`config.mk`:
```
export PLATFORM = sky130hd
export DESIGN_NAME = data_bus_if
export DESIGN_NICKNAME = d
export VERILOG_FILES = /design/src/rtl/data_bus_if_pkg.sv /design/src/rtl/bus_watchdog.sv /design/src/rtl/data_bus_if.sv
export SDC_FILE = /design/constraint.sdc
export NUM_CORES = 1
export LEC_CHECK = 0
export BUFFER_PORTS_ARGS = -buffer_cell sky130_fd_sc_hd__buf_2
export CAP_MARGIN = 25
export CORE_ASPECT_RATIO = 0.6
export CORE_MARGIN = 4
export CORE_UTILIZATION = 51
export DETAILED_ROUTE_END_ITERATION = 8
export GPL_TIMING_DRIVEN = 0
export HOLD_SLACK_MARGIN = 0.12
export PLACE_DENSITY = 0.84
export SYNTH_ARGS = -nofsm -noshare
export SYNTH_HDL_FRONTEND = slang
export SYNTH_SLANG_ARGS = --single-unit
```
`constraint.sdc`:
```
create_clock -name clk -period 3.87 [get_ports clk]
set_input_delay 0.387 -clock clk [delete_from_list [all_inputs] [get_ports clk]]
set_output_delay 0.387 -clock clk [all_outputs]
set_load 0.01 [all_outputs]
```
`src/rtl/data_bus_if_pkg.sv`:
```
// Shared definitions for the data bus interface: state encodings, enables, bus widths.
// Also holds the registered wishbone request bundle carried between the FSM and the pins.
package data_bus_if_pkg;

  localparam int RegBus = 32;
  localparam int StallW = 6;

  localparam logic WriteEnable = 1'b1;
  localparam logic ChipEnable  = 1'b1;

  typedef enum logic [1:0] {
    IDLE           = 2'd0,
    BUSY           = 2'd1,
    WAIT_FOR_STALL = 2'd2
  } bus_state_e;

  typedef struct packed {
    logic [RegBus-1:0] addr;
    logic [RegBus-1:0] dat;
    logic              we;
    logic [3:0]        sel;
    logic              stb;
    logic              cyc;
  } wb_req_t;

endpackage

```
`src/rtl/bus_watchdog.sv`:
```
// Counts BUSY cycles of one bus access; flags expiry in the last permitted cycle without ack.
// Latency: expire_o is combinational from the count; backpressure: none, purely observes.
module bus_watchdog #(
  parameter int unsigned TIMEOUT_CYCLES = 255
) (
  input  logic clk,
  input  logic rst,
  input  logic start_i,
  input  logic busy_i,
  input  logic ack_i,
  output logic expire_o
);

  localparam int unsigned CW = ($clog2(TIMEOUT_CYCLES + 1) > 8) ? $clog2(TIMEOUT_CYCLES + 1) : 8;

  logic [CW-1:0] cnt_q, cnt_d;

  always_comb begin
    cnt_d = cnt_q;
    if (start_i) begin
      cnt_d = '0;
    end else if (busy_i && (cnt_q != '1)) begin
      cnt_d = cnt_q + 1'b1;
    end
  end

  // cnt_q holds the number of BUSY cycles already completed, so N-1 marks the Nth cycle.
  assign expire_o = busy_i && !ack_i && (cnt_q == CW'(TIMEOUT_CYCLES - 1));

  always_ff @(posedge clk) begin
    if (rst) begin
      cnt_q <= '0;
    end else begin
      cnt_q <= cnt_d;
    end
  end

endmodule

```
`src/rtl/data_bus_if.sv`:
```
// Wishbone master for the mem stage, 2-cycle minimum latency; stallreq holds the pipeline until ack.
// Optional BUS_TIMEOUT_EN adds a bus_watchdog abort after TIMEOUT_CYCLES and a bus_err_o pulse.
module data_bus_if
  import data_bus_if_pkg::*;
#(
  parameter int unsigned TIMEOUT_CYCLES = 255
) (
  input  logic              clk,
  input  logic              rst,
  input  logic              cpu_ce_i,
  input  logic [RegBus-1:0] cpu_addr_i,
  input  logic [RegBus-1:0] cpu_data_i,
  input  logic              cpu_we_i,
  input  logic [3:0]        cpu_sel_i,
  output logic [RegBus-1:0] cpu_data_o,
  input  logic [StallW-1:0] stall_i,
  input  logic              flush_i,
  output logic              stallreq,
  input  logic [RegBus-1:0] wishbone_data_i,
  input  logic              wishbone_ack_i,
  output logic [RegBus-1:0] wishbone_addr_o,
  output logic [RegBus-1:0] wishbone_data_o,
  output logic              wishbone_we_o,
  output logic [3:0]        wishbone_sel_o,
  output logic              wishbone_stb_o,
  output logic              wishbone_cyc_o
`ifdef BUS_TIMEOUT_EN
  ,
  output logic              bus_err_o
`endif
);

  bus_state_e        state_q, state_d;
  wb_req_t           wb_q, wb_d;
  logic [RegBus-1:0] rd_buf_q, rd_buf_d;
  logic              timeout;
  logic              wd_start;
  logic              abort;
  logic              unused_stall;

  assign unused_stall = ^stall_i[StallW-1:1];

`ifdef BUS_TIMEOUT_EN
  logic bus_err_q;
  logic in_busy;

  assign in_busy = (state_q == BUSY);

  bus_watchdog #(
    .TIMEOUT_CYCLES(TIMEOUT_CYCLES)
  ) u_bus_watchdog (
    .clk      (clk),
    .rst      (rst),
    .start_i  (wd_start),
    .busy_i   (in_busy),
    .ack_i    (wishbone_ack_i),
    .expire_o (timeout)
  );

  always_ff @(posedge clk) begin
    if (rst) begin
      bus_err_q <= 1'b0;
    end else begin
      bus_err_q <= abort;
    end
  end

  assign bus_err_o = bus_err_q;
`else
  logic unused_cfg;

  assign timeout    = 1'b0;
  assign unused_cfg = (TIMEOUT_CYCLES == 0) ^ wd_start ^ abort;
`endif

  always_comb begin
    state_d    = state_q;
    wb_d       = wb_q;
    rd_buf_d   = rd_buf_q;
    stallreq   = 1'b0;
    cpu_data_o = '0;
    wd_start   = 1'b0;
    abort      = 1'b0;

    case (state_q)
      IDLE: begin
        if ((cpu_ce_i == ChipEnable) && !flush_i) begin
          stallreq = 1'b1;
          wb_d     = '{addr: cpu_addr_i, dat: cpu_data_i, we: cpu_we_i,
                       sel: cpu_sel_i, stb: 1'b1, cyc: 1'b1};
          wd_start = 1'b1;
          state_d  = BUSY;
        end
      end
      BUSY: begin
        if (wishbone_ack_i) begin
          if (wb_q.we != WriteEnable) begin
            cpu_data_o = wishbone_data_i;
            rd_buf_d   = wishbone_data_i;
          end
          wb_d    = '0;
          state_d = stall_i[0] ? WAIT_FOR_STALL : IDLE;
        end else begin
          stallreq = 1'b1;
          if (timeout) begin
            wb_d     = '0;
            rd_buf_d = '0;
            abort    = 1'b1;
            state_d  = stall_i[0] ? WAIT_FOR_STALL : IDLE;
          end
        end
      end
      WAIT_FOR_STALL: begin
        cpu_data_o = rd_buf_q;
        if (!stall_i[0]) begin
          state_d = IDLE;
        end
      end
      default: state_d = IDLE;
    endcase

    // Flush beats everything, including an ack landing in the same cycle.
    if (flush_i) begin
      state_d  = IDLE;
      wb_d     = '0;
      rd_buf_d = rd_buf_q;
      abort    = 1'b0;
    end
  end

  always_ff @(posedge clk) begin
    if (rst) begin
      state_q  <= IDLE;
      wb_q     <= '0;
      rd_buf_q <= '0;
    end else begin
      state_q  <= state_d;
      wb_q     <= wb_d;
      rd_buf_q <= rd_buf_d;
    end
  end

  assign wishbone_addr_o = wb_q.addr;
  assign wishbone_data_o = wb_q.dat;
  assign wishbone_we_o   = wb_q.we;
  assign wishbone_sel_o  = wb_q.sel;
  assign wishbone_stb_o  = wb_q.stb;
  assign wishbone_cyc_o  = wb_q.cyc;

endmodule

```
# Word level (Yosys, flattened, before mapping)
# Index checks and enable logic that the tools add are counted.
# word_totals
in_bits	112
reg_bits	105
# op_classes
n_bitwise	2
eq_ne	5
n_mux	14
reduce_logical	8
# ops
cell	count
$mux 71	2
$pmux 71 s2	1
$mux 32	2
$pmux 32 s2	1
$mux 2	4
$ne 2x2->1 const B	3
$pmux 2 s3	1
$reduce_and 3->1	2
$reduce_and 4->1	1
$eq 2x1->1 const B	1
$eq 2x2->1 const B	1
$logic_not 2->1	1
$mux 1	2
$not 1->1	2
$pmux 1 s2	1
$reduce_bool 2->1	1
$reduce_or 2->1	1
$logic_and 1x1->1	1
$logic_not 1->1	1

# Logic depth before layout (Yosys ltp)
# Gate-level depths: netlist of run 1.
# logic_depth
ltp_word	4
ltp_mapped	7
mapped_depth_nobuf	5

# Worst setup path after synthesis of run 1
# OpenSTA, ideal clock, no wires.
# synth_timing
path_kind	register to output
startpoint	register state_q[1]
endpoint	output port cpu_data_o[0]
path_stages_with_launch	8
required_ns	3.483
setup_slack_ns	2.068
path_buffers	2
t_arrival_ns	1.415
path_cell_list	dfxtp_1 > inv_1 > ha_1 > and3b_1 > clkbuf_1 > buf_2 > a22oi_1 > nor2b_1
# synth_between
elab_chain_cells	2
word_cells_on_any_way	3
cone_classes	2 x eq/ne; 1 x mux
# synth_rtl
item	line	rtl
start, declared	data_bus_if.sv:33	bus_state_e state_q, state_d;
start signal, assigned	data_bus_if.sv:137	state_q <= state_d;
$eq 2x2->1 or $eq 2x1->1 (tied branches)	data_bus_if.sv:85	case (state_q)
$pmux 32 s2 (*)	data_bus_if.sv:85	
end, declared	data_bus_if.sv:15	output logic [RegBus-1:0] cpu_data_o,
# Mark *: on every way between the ends. The rest lies on a longest branch, timed or not.

# Final worst setup path of run 1
# layout_timing
startpoint	register state_q[1]
endpoint	output port cpu_data_o[22]
# Same word-level chain as after synthesis.

==> results.md, run 1 <==
* Status: complete, no violations
* Reg2Reg Setup Slack at 2050 ps
* Unique masters post-synth at 30
* Skew final at 4.62 ps
* Share of cells above drive strength 1 at 33.2%
* Routed Antenna Nets at 0
* Synth warnings at 0
* Hpwl dp at 11100 um
* Setup bufs post-CTS at 0
* Drt total wl at 14000 um
* Ant. Diodes at 0
* Buffers added on ports at 209
* Max Clock Freq at 376 MHz
* Synth Cell Area at 4940 um2
* Switching Share at 23.6%
* Clock Power Share at 40.1%
* Inserted Clock Buffers at 9
* Final hold violation count at 0
* Worst slew margin at 66.3%
* TritonRoute pass-1 iters at 5
* Die Wd at 135 um
* DP Worst Slack at 1570 ps
* Row count at 27
* Vias in the first global route at 4735
* Max cap viols at 0
* CP startpoint kind: flip-flop
* Power Density at 372 nW/um2
* Pins over their slew limit at 0
* Sink Count at 104
* Max Root-Sink Buffers at 2
* Mapped Cells at 555
* DRC at 0
* GRT Util Overall at 24.4%
* Worst Path Required at 3480 ps
* Worst slew pin tran at 505 ps
* Worst r2r src: state_q[1]
* Peak VDD IR at 0.000249 V
* Pleak at 0.00277 uW
* H-tree Lvls at 3
* Initial antenna violation count at 0
* Net Count, Synth at 672
* Fin crit share at 68.7%
* Sequential cell fraction of total power at 46.3%
* Core area at 9290 um2
* Crit end category: primary output
* CTS tree: done
* WHS at 297 ps
* Worst EP arrival at 2270 ps
* Top Ports at 216
* Register area share after synthesis at 42.2%
* Final #Nets at 892
* Final Critical Period at 2660 ps
* Critical Path Source: state_q[1]
* Final GP Congestion at 0.851
* Starting density of the core at 53.1%
* 1st-iter DRT viols at 253
* RSZ-0062 raised after global routing: false
* # hold bufs at CTS at 0
* Avg Inst Size Synth at 8.90 um2
* Most common cell after layout, fill and taps aside: buf_2
* First-pass GRT wire length at 22800 um
* # resized after CTS at 0
* Die Ht at 84.2 um
* Switching Power at 568 uW
* Combinational share of power at 13.6%
* Worst R2R End: wishbone_addr_o[15]
* Crit Path Max Fanout at 10
* Setup CP Type: flip-flop to primary output
* Largest net degree at the start of global routing at 17
* Area grow syn2layout at 31.0%
* Reg clk slew, reported paths at 70 ps
* #FFs+latches synth at 104
* # setup viols final at 0
* Wire per inst at 15.4 um
* Min-delay worst type: primary input to flip-flop
* Vias at 4747
* Cells on worst reg2reg path at 7
* Commonest cells after routing, fill and taps aside: buf_2 (227), nand2_1 (136), dfxtp_1 (104)
* Clk_lat worst skew at 330 ps
* Vias per cell at 5.22
* Final worst setup slack at 1210 ps
* Worst setup endpoint: cpu_data_o[22]
* Setup TNS at 0 ps
* Die Area at 11400 um2
* Internal power at 1840 uW
* Total grt overflow at 0
* Root buf cell: clkbuf_16
[layer usage]
| metal | global-route usage (%) | up-vias | wire, um | share of wire, % |
|---|---|---|---|---|
| li1 | - | 2327 | - | - |
| met1 | 32.1 | 2198 | 6250 | 45 |
| met2 | 39.1 | 194 | 6340 | 45 |
| met3 | 6.83 | 28 | 1110 | 7.9 |
| met4 | 7.78 | 0 | 342 | 2.4 |
| met5 | 0 | - | 0 | 0 |
[kinds of logic (layout without fill, tap and decap cells)]
family	Yosys count	in the layout	share of synthesized area [%]
compound gates	72	72	9.38
fa+ha+maj	5	5	1.27
buf+inv	57	281	6.23
flops	104	104	42.2
mux	70	70	14.2
simple gates	247	247	26.8
[state kept, by name (all words and copies together), names as in the netlist]
signal,count
rd_buf_q,32
state_q,2
wishbone_addr_o,32
wishbone_data_o,32
wishbone_sel_o,4
wishbone_stb_o,1
wishbone_we_o,1
[critical path: stages, from the launching register on]
cell	delay, ps
dfxtp_1	310
inv_1	130
ha_1	440
and3b_1	220
clkbuf_1	170
buf_2	270
a22oi_1	100
nor2b_1	140
buf_2	150
[cell type report]
class	instances	area (um2)
flip-flops and latches	104	2080
fillers	753	2820
clock inverters	4	77.6
multi-input cells	394	2550
well taps	130	163
plain buffers	54	297
repair buffers	209	1050
inverters	3	11.3
clock buffers	11	243
[power by group through the flow]
stage / sequential (uW) / combinational (uW) / clock (uW)
after floorplan: 1150 / 186 / 0
after global placement: 1140 / 316 / 0
after detailed placement: 1140 / 325 / 0
after CTS: 1110 / 327 / 990
after global routing: 1120 / 356 / 1040
final: 1110 / 327 / 966
[worst min path at each step]
stage	from	depth (start not counted)	slack [ps]	endpoint
detailed placement	rd_buf_q[24]	2	450	rd_buf_q[24]
CTS	wishbone_data_i[12]	3	280	rd_buf_q[12]
global placement	wishbone_addr_o[17]	2	440	wishbone_addr_o[17]
finish	wishbone_data_i[15]	3	300	rd_buf_q[15]
floorplan	rd_buf_q[17]	2	440	rd_buf_q[17]
global route	wishbone_data_i[16]	3	290	rd_buf_q[16]
[stage by stage]
stage          instances  util, %  instance area [um2]  total power, uW
2_1_floorplan        555        -                 4940             1330
3_3_place_gp         894     66.2                 6150             1450
3_5_place_dp         894     66.2                 6150             1460
4_1_cts              909     69.6                 6470             2430
5_1_grt              909     69.6                 6470             2510
6_report             909     69.6                 6470             2410
[cell usage after synthesis]
cell type	number	area, um2
ha_1	5	62.6
a31oi_1	1	6.26
buf_6	7	78.8
clkbuf_1	24	90.1
buf_2	18	90.1
a211o_1	1	8.76
a21oi_1	34	170
a21boi_0	1	7.51
nor2b_1	31	194
nand2b_4	1	13.8
and4bb_2	1	12.5
nor2_2	1	6.26
a22oi_1	31	233
inv_1	3	11.3
a211oi_2	1	12.5
a221oi_1	1	8.76
dfxtp_1	104	2080
nor2b_4	1	13.8
o32ai_1	1	8.76
nand4bb_1	1	11.3
mux2i_1	70	701
buf_4	5	37.5
nand2_1	136	510
and3b_1	1	8.76
o21a_1	1	7.51
nand2b_1	1	6.26
nor2_1	1	3.75
nand3b_1	70	526
nand4b_1	1	8.76
or2_2	1	6.26
(Power assumes the default switching activity.)
==> inputs of run 2 (changes only) <==
- CORE_UTILIZATION: 51 -> 48
- PLACE_DENSITY: 0.84 -> 0.8
- clock period: 3.87 -> 2.75 ns (I/O delays scaled with it)
==> results.md, run 2 (same netlist as run 1, synthesis figures left out) <==
* Status: complete, no violations
* Hold path cells at 3 (unchanged)
* CP startpoint kind: flip-flop
* Max Clock Freq at 397 MHz
* Setup CP Type: flip-flop to primary output
* Die Ht at 86.6 um (+2.8%)
* Final Critical Period at 2520 ps
* RSZ-0062 raised after global routing: false
* Vias in the first global route at 4654 (-1.7%)
* Clk_lat worst skew at 340 ps (about the same)
* CTS tree: done
* Fin crit share at 91.5%
* Max Root-Sink Buffers at 2 (unchanged)
* Inserted Clock Buffers at 9 (unchanged)
* Sink Count at 104 (unchanged)
* Min-delay worst type: primary input to flip-flop
* Worst Path Required at 2480 ps (-1000 ps)
* First-pass GRT wire length at 22900 um (+0.48%)
* Hpwl dp at 11200 um (+1.3%)
* Area grow syn2layout at 31.0% (about the same)
* Max cap viols at 0 (unchanged)
* Die Wd at 139 um (+2.9%)
* Total grt overflow at 0 (unchanged)
* Skew final at 6.24 ps (+1.62 ps)
* Reg clk slew, reported paths at 70 ps (about the same)
* GRT Util Overall at 22.9% (-1.5 points)
* Pleak at 0.00276 uW (about the same)
* Power, Total at 3360 uW (+40%)
* Final hold violation count at 0 (unchanged)
* Setup bufs post-CTS at 0 (unchanged)
* Worst slew margin at 62.1% (-4.2 points)
* Drt total wl at 14300 um (+1.9%)
* Largest net degree at the start of global routing at 19 (+2)
* Buffers added on ports at 209 (unchanged)
* Die Area at 12000 um2 (+5.8%)
* Most common cell after layout, fill and taps aside: buf_2
* Util after Layout at 65.0% (-4.6 points)
* Share of cells above drive strength 1 at 33.7% (+0.47 points)
* Multi-input combinational cell area at 2550 um2 (about the same)
* DRC at 0 (unchanged)
* Worst EP arrival at 2240 ps (-30 ps)
* Setup TNS at 0 ps (unchanged)
* Root buf cell: clkbuf_16
* Commonest cells after routing, fill and taps aside: buf_2 (227), nand2_1 (136), dfxtp_1 (104)
* Core area at 9950 um2 (+7.1%)
* Filler Cells Inserted at 857 (+14%)
* Pins over their slew limit at 0 (unchanged)
* Starting density of the core at 49.6% (-3.5 points)
* Final GP Congestion at 0.859 (+0.95%)
* Crit Path Max Fanout at 10 (unchanged)
* 1st-iter DRT viols at 191 (-25%)
* Reg area at 2080 um2 (unchanged)
* Routed Antenna Nets at 0 (unchanged)
* Peak VDD IR at 0.000312 V (+25%)
* Power Density at 519 nW/um2 (+39%)
* Reg2Reg Setup Slack at 1000 ps (-1050 ps)
* H-tree Lvls at 3 (unchanged)
* Wire per inst at 15.6 um (+1.2%)
* Cells on worst reg2reg path at 7 (unchanged)
* Vias per cell at 5.23 (+0.12%)
* Final #Nets at 892 (unchanged)
* Ant. Diodes at 0 (unchanged)
* Vias at 4784 (+0.78%)
* # hold bufs at CTS at 0 (unchanged)
* # setup viols final at 0 (unchanged)
* Crit end category: primary output
* Top Ports at 216 (unchanged)
* TritonRoute pass-1 iters at 4 (-1)
* Row count at 28 (+3.7%)
* Initial antenna violation count at 0 (unchanged)
* Worst slew pin tran at 568 ps (+63.5 ps)
run 2: cell types whose count changed in the layout (fill, tap and decap cells not counted):
cell / previous run / this run
ha_2: 0 / 1
clkinv_4: 1 / 2
ha_1: 5 / 4
inv_8: 0 / 1
bufinv_16: 2 / 1
clkbuf_2: 0 / 1
clkinvlp_4: 0 / 1
clkbuf_1: 25 / 23
run 2: repair_timing:
item / in CTS / in global routing
endpoints found under the setup margin: 0 / 5
resized for setup: 0 / 3
endpoints found under the hold margin: 0 / 0
run 2: final timing paths:
check,startpoint,endpoint
setup reg to reg,state_q[1],wishbone_data_o[7]
hold / removal,wishbone_data_i[11],rd_buf_q[11]
hold reg to reg,rd_buf_q[17],rd_buf_q[17]
setup / recovery,state_q[0],cpu_data_o[8]
run 2: worst max-delay path, stage by stage, from the launching register on:
cell and delay, ps:
dfxtp_1 350, inv_1 110, ha_1 150, clkbuf_1 300
clkbuf_1 490, a22oi_1 220, nor2b_1 140, buf_2 140
run 2: report_power, final:
group | leakage [uW] | total, uW | internal, uW | switching, uW
Sequential | 0.000842 | 1570 | 1550 | 22.5
Clock | 0.000151 | 1330 | 744 | 585
Combinational | 0.00177 | 462 | 220 | 242
run 2: area by class of cell:
type                            instances  area share, %
Clock inverter                          6           1.16
Sequential cell                       104           32.2
Buffer                                 54           4.60
Inverter                                3          0.174
Timing Repair Buffer                  209           16.2
Tap cell                              135           2.61
Multi-Input combinational cell        394           39.4
Clock buffer                           10           3.69
run 2: per-layer routing:
layer | track usage [%] | part of all wire, % | vias up
li1 | - | - | 2324
met1 | 30.2 | 44 | 2279
met2 | 38.4 | 47 | 165
met3 | 6.39 | 7.9 | 16
met4 | 4.53 | 0.99 | 0
met5 | 0 | 0 | -
run 2: through the flow:
stage | setup WS [ps] | area (um2) | hold WS (ps) | cells
floorplan | 1060 | 4940 | 411 | 555
global placement | 552 | 6150 | 439 | 899
detailed placement | 559 | 6150 | 447 | 899
CTS | 178 | 6470 | 173 | 915
global route | 16.0 | 6470 | 181 | 915
finish | 234 | 6470 | 186 | 915
==> inputs of run 3 (changes only) <==
- CORE_ASPECT_RATIO: 0.6 -> default
==> results.md, run 3 (same netlist as run 1, synthesis figures left out) <==
* Status: complete, no violations
* Area grow syn2layout at 28.4%
* CP cell instances: inv_1, ha_2, and3b_1, clkbuf_1, buf_2, a22oi_1, nor2b_1, buf_2
* Fin crit share at 89.6% (-1.9 points)
* Vias per cell at 5.23 (about the same)
* Slowest cell on the critical path: ha_2
* Commonest cells after routing, fill and taps aside: buf_2 (227), nand2_1 (136), dfxtp_1 (104)
* Share of cells above drive strength 1 at 33.6% (-0.13 points)
* Crit path largest cell delay at 350 ps (-140 ps)
* Setup CP Type: flip-flop to primary output
* Post-layout instance area at 6340 um2 (-2.0%)
* Drt total wl at 13700 um (-3.9%)
* # setup viols final at 0 (unchanged)
* Wire per inst at 15.1 um (-3.7%)
* Sequential cell fraction of total power at 53.4% (+6.7 points)
* Max Root-Sink Buffers at 2 (unchanged)
* Post-Layout Cell Count at 913 (-0.22%)
* Min-delay worst type: primary input to flip-flop
* Clock Power Share at 31.0% (-8.6 points)
* Final Critical Period at 2460 ps (-51.4 ps)
* Most used cell, CP: buf_2
* Worst slew margin at 69.7% (+7.6 points)
* Total grt overflow at 0 (unchanged)
* Power Density at 463 nW/um2 (-11%)
* Setup bufs post-CTS at 0 (unchanged)
* RSZ-0062 raised after global routing: false
* Setup TNS at 0 ps (unchanged)
* Vias in the first global route at 4633 (-0.45%)
* Switching Power at 821 uW (-3.4%)
* Worst path bufs/invs at 4 (unchanged)
* Ant. Diodes at 0 (unchanged)
* Row count at 36 (+29%)
* Max Clock Freq at 406 MHz (+2.1%)
* Initial antenna violation count at 0 (unchanged)
* Die Wd at 109 um (-21%)
* Vias at 4772 (-0.25%)
* Crit path max-delay family: buffers and inverters
* Core area at 9910 um2 (-0.40%)
* H-tree Lvls at 3 (unchanged)
* Final hold violation count at 0 (unchanged)
* Inserted Clock Buffers at 9 (unchanged)
* GRT Util Overall at 22.4% (-0.53 points)
* Max cap viols at 0 (unchanged)
* 1st-iter DRT viols at 223 (+17%)
* Pleak at 0.00270 uW (-2.2%)
* First-pass GRT wire length at 21700 um (-5.2%)
* Skew final at 12.4 ps (+6.12 ps)
* Final #Nets at 892 (unchanged)
* Root buf cell: clkbuf_8
* CTS tree: done
* Starting density of the core at 49.8% (+0.20 points)
* DRC at 0 (unchanged)
* CP startpoint kind: flip-flop
* Top Ports at 216 (unchanged)
* Routed Antenna Nets at 0 (unchanged)
* Final GP Congestion at 0.806 (-6.2%)
* Combinational share of power at 15.7% (+1.9 points)
* Sink Count at 104 (unchanged)
* Hpwl dp at 10600 um (-5.7%)
* Internal power at 2110 uW (-16%)
* Die Ht at 109 um (+26%)
* Worst slew pin tran at 455 ps (-113 ps)
* Area after DPL at 6150 um2 (about the same)
* Worst Path Required at 2480 ps (about the same)
* TritonRoute pass-1 iters at 4 (unchanged)
* Pins over their slew limit at 0 (unchanged)
* Crit end category: primary output
* Dpl cells at 897 (-0.22%)
* Peak VDD IR at 0.000286 V (-8.5%)
* Switching Share at 28.0% (+2.7 points)
* Die Area at 12000 um2 (-0.44%)
* Reg2Reg Setup Slack at 990 ps (about the same)
* Buffers added on ports at 209 (unchanged)
* Largest net degree at the start of global routing at 20 (+1)
* Clk_lat worst skew at 360 ps (+20 ps)
* Reg clk slew, reported paths at 110 ps (+40 ps)
* Most common cell after layout, fill and taps aside: buf_2
* Crit Path Max Fanout at 10 (unchanged)
* Worst EP arrival at 2190 ps (-50 ps)
## run 3: cell count changes in the layout (fill, tap and decap cells not counted), sizes merged
cell,delta
bufinv,-1
inv,+2
clkbuf,-1
## run 3: metal layers
layer | vias up | GRT usage, % | wire length (um)
li1 | 2328 | - | -
met1 | 2247 | 26.9 | 5680
met2 | 166 | 39.1 | 6680
met3 | 31 | 4.23 | 955
met4 | 0 | 9.08 | 427
met5 | - | 0 | 0
## run 3: worst paths after layout
check	to	depth (start not counted)	from
worst max-delay path	cpu_data_o[8]	8	state_q[1]
worst min-delay path	rd_buf_q[27]	3	wishbone_data_i[27]
worst max register to register	wishbone_data_o[25]	7	state_q[1]
worst min register to register	wishbone_data_o[29]	2	wishbone_data_o[29]
## run 3: per-stage QoR
stage | util, % | total power, uW | hold WS, ps | setup WS, ps
after CTS | 64.0 | 2960 | 137 | 103
after floorplan | - | 1880 | 411 | 1060
after global routing | 64.0 | 3060 | 136 | 114
after global placement | 62.1 | 2040 | 440 | 610
after detailed placement | 62.1 | 2060 | 446 | 524
final | 64.0 | 2940 | 153 | 286
## run 3: layout make-up
| type | count | area, um2 |
|---|---|---|
| Fill cell | 891 | 3570 |
| Multi-Input combinational cell | 394 | 2550 |
| Sequential cell | 104 | 2080 |
| Timing Repair Buffer | 209 | 1050 |
| Tap cell | 133 | 166 |
| Clock buffer | 9 | 124 |
| Buffer | 54 | 297 |
| Inverter | 3 | 11.3 |
| Clock inverter | 7 | 63.8 |
## run 3: repair_timing
item	in CTS	in global routing
hold buffers	0	0
setup endpoints to repair	0	4
resized for setup	0	1
## run 3: tightest hold or removal path: cells and delay by family
family | cells | cell delay, ps
compound gates | 1 | 50
buf+inv | 1 | 110
simple gates | 1 | 50
## run 3: power by group through the flow
stage	Clock [uW]	Sequential [uW]	Combinational, uW
floorplan	0	1620	261
global placement	0	1600	445
detailed placement	0	1600	459
CTS	935	1570	460
global route	994	1570	498
finish	909	1570	460
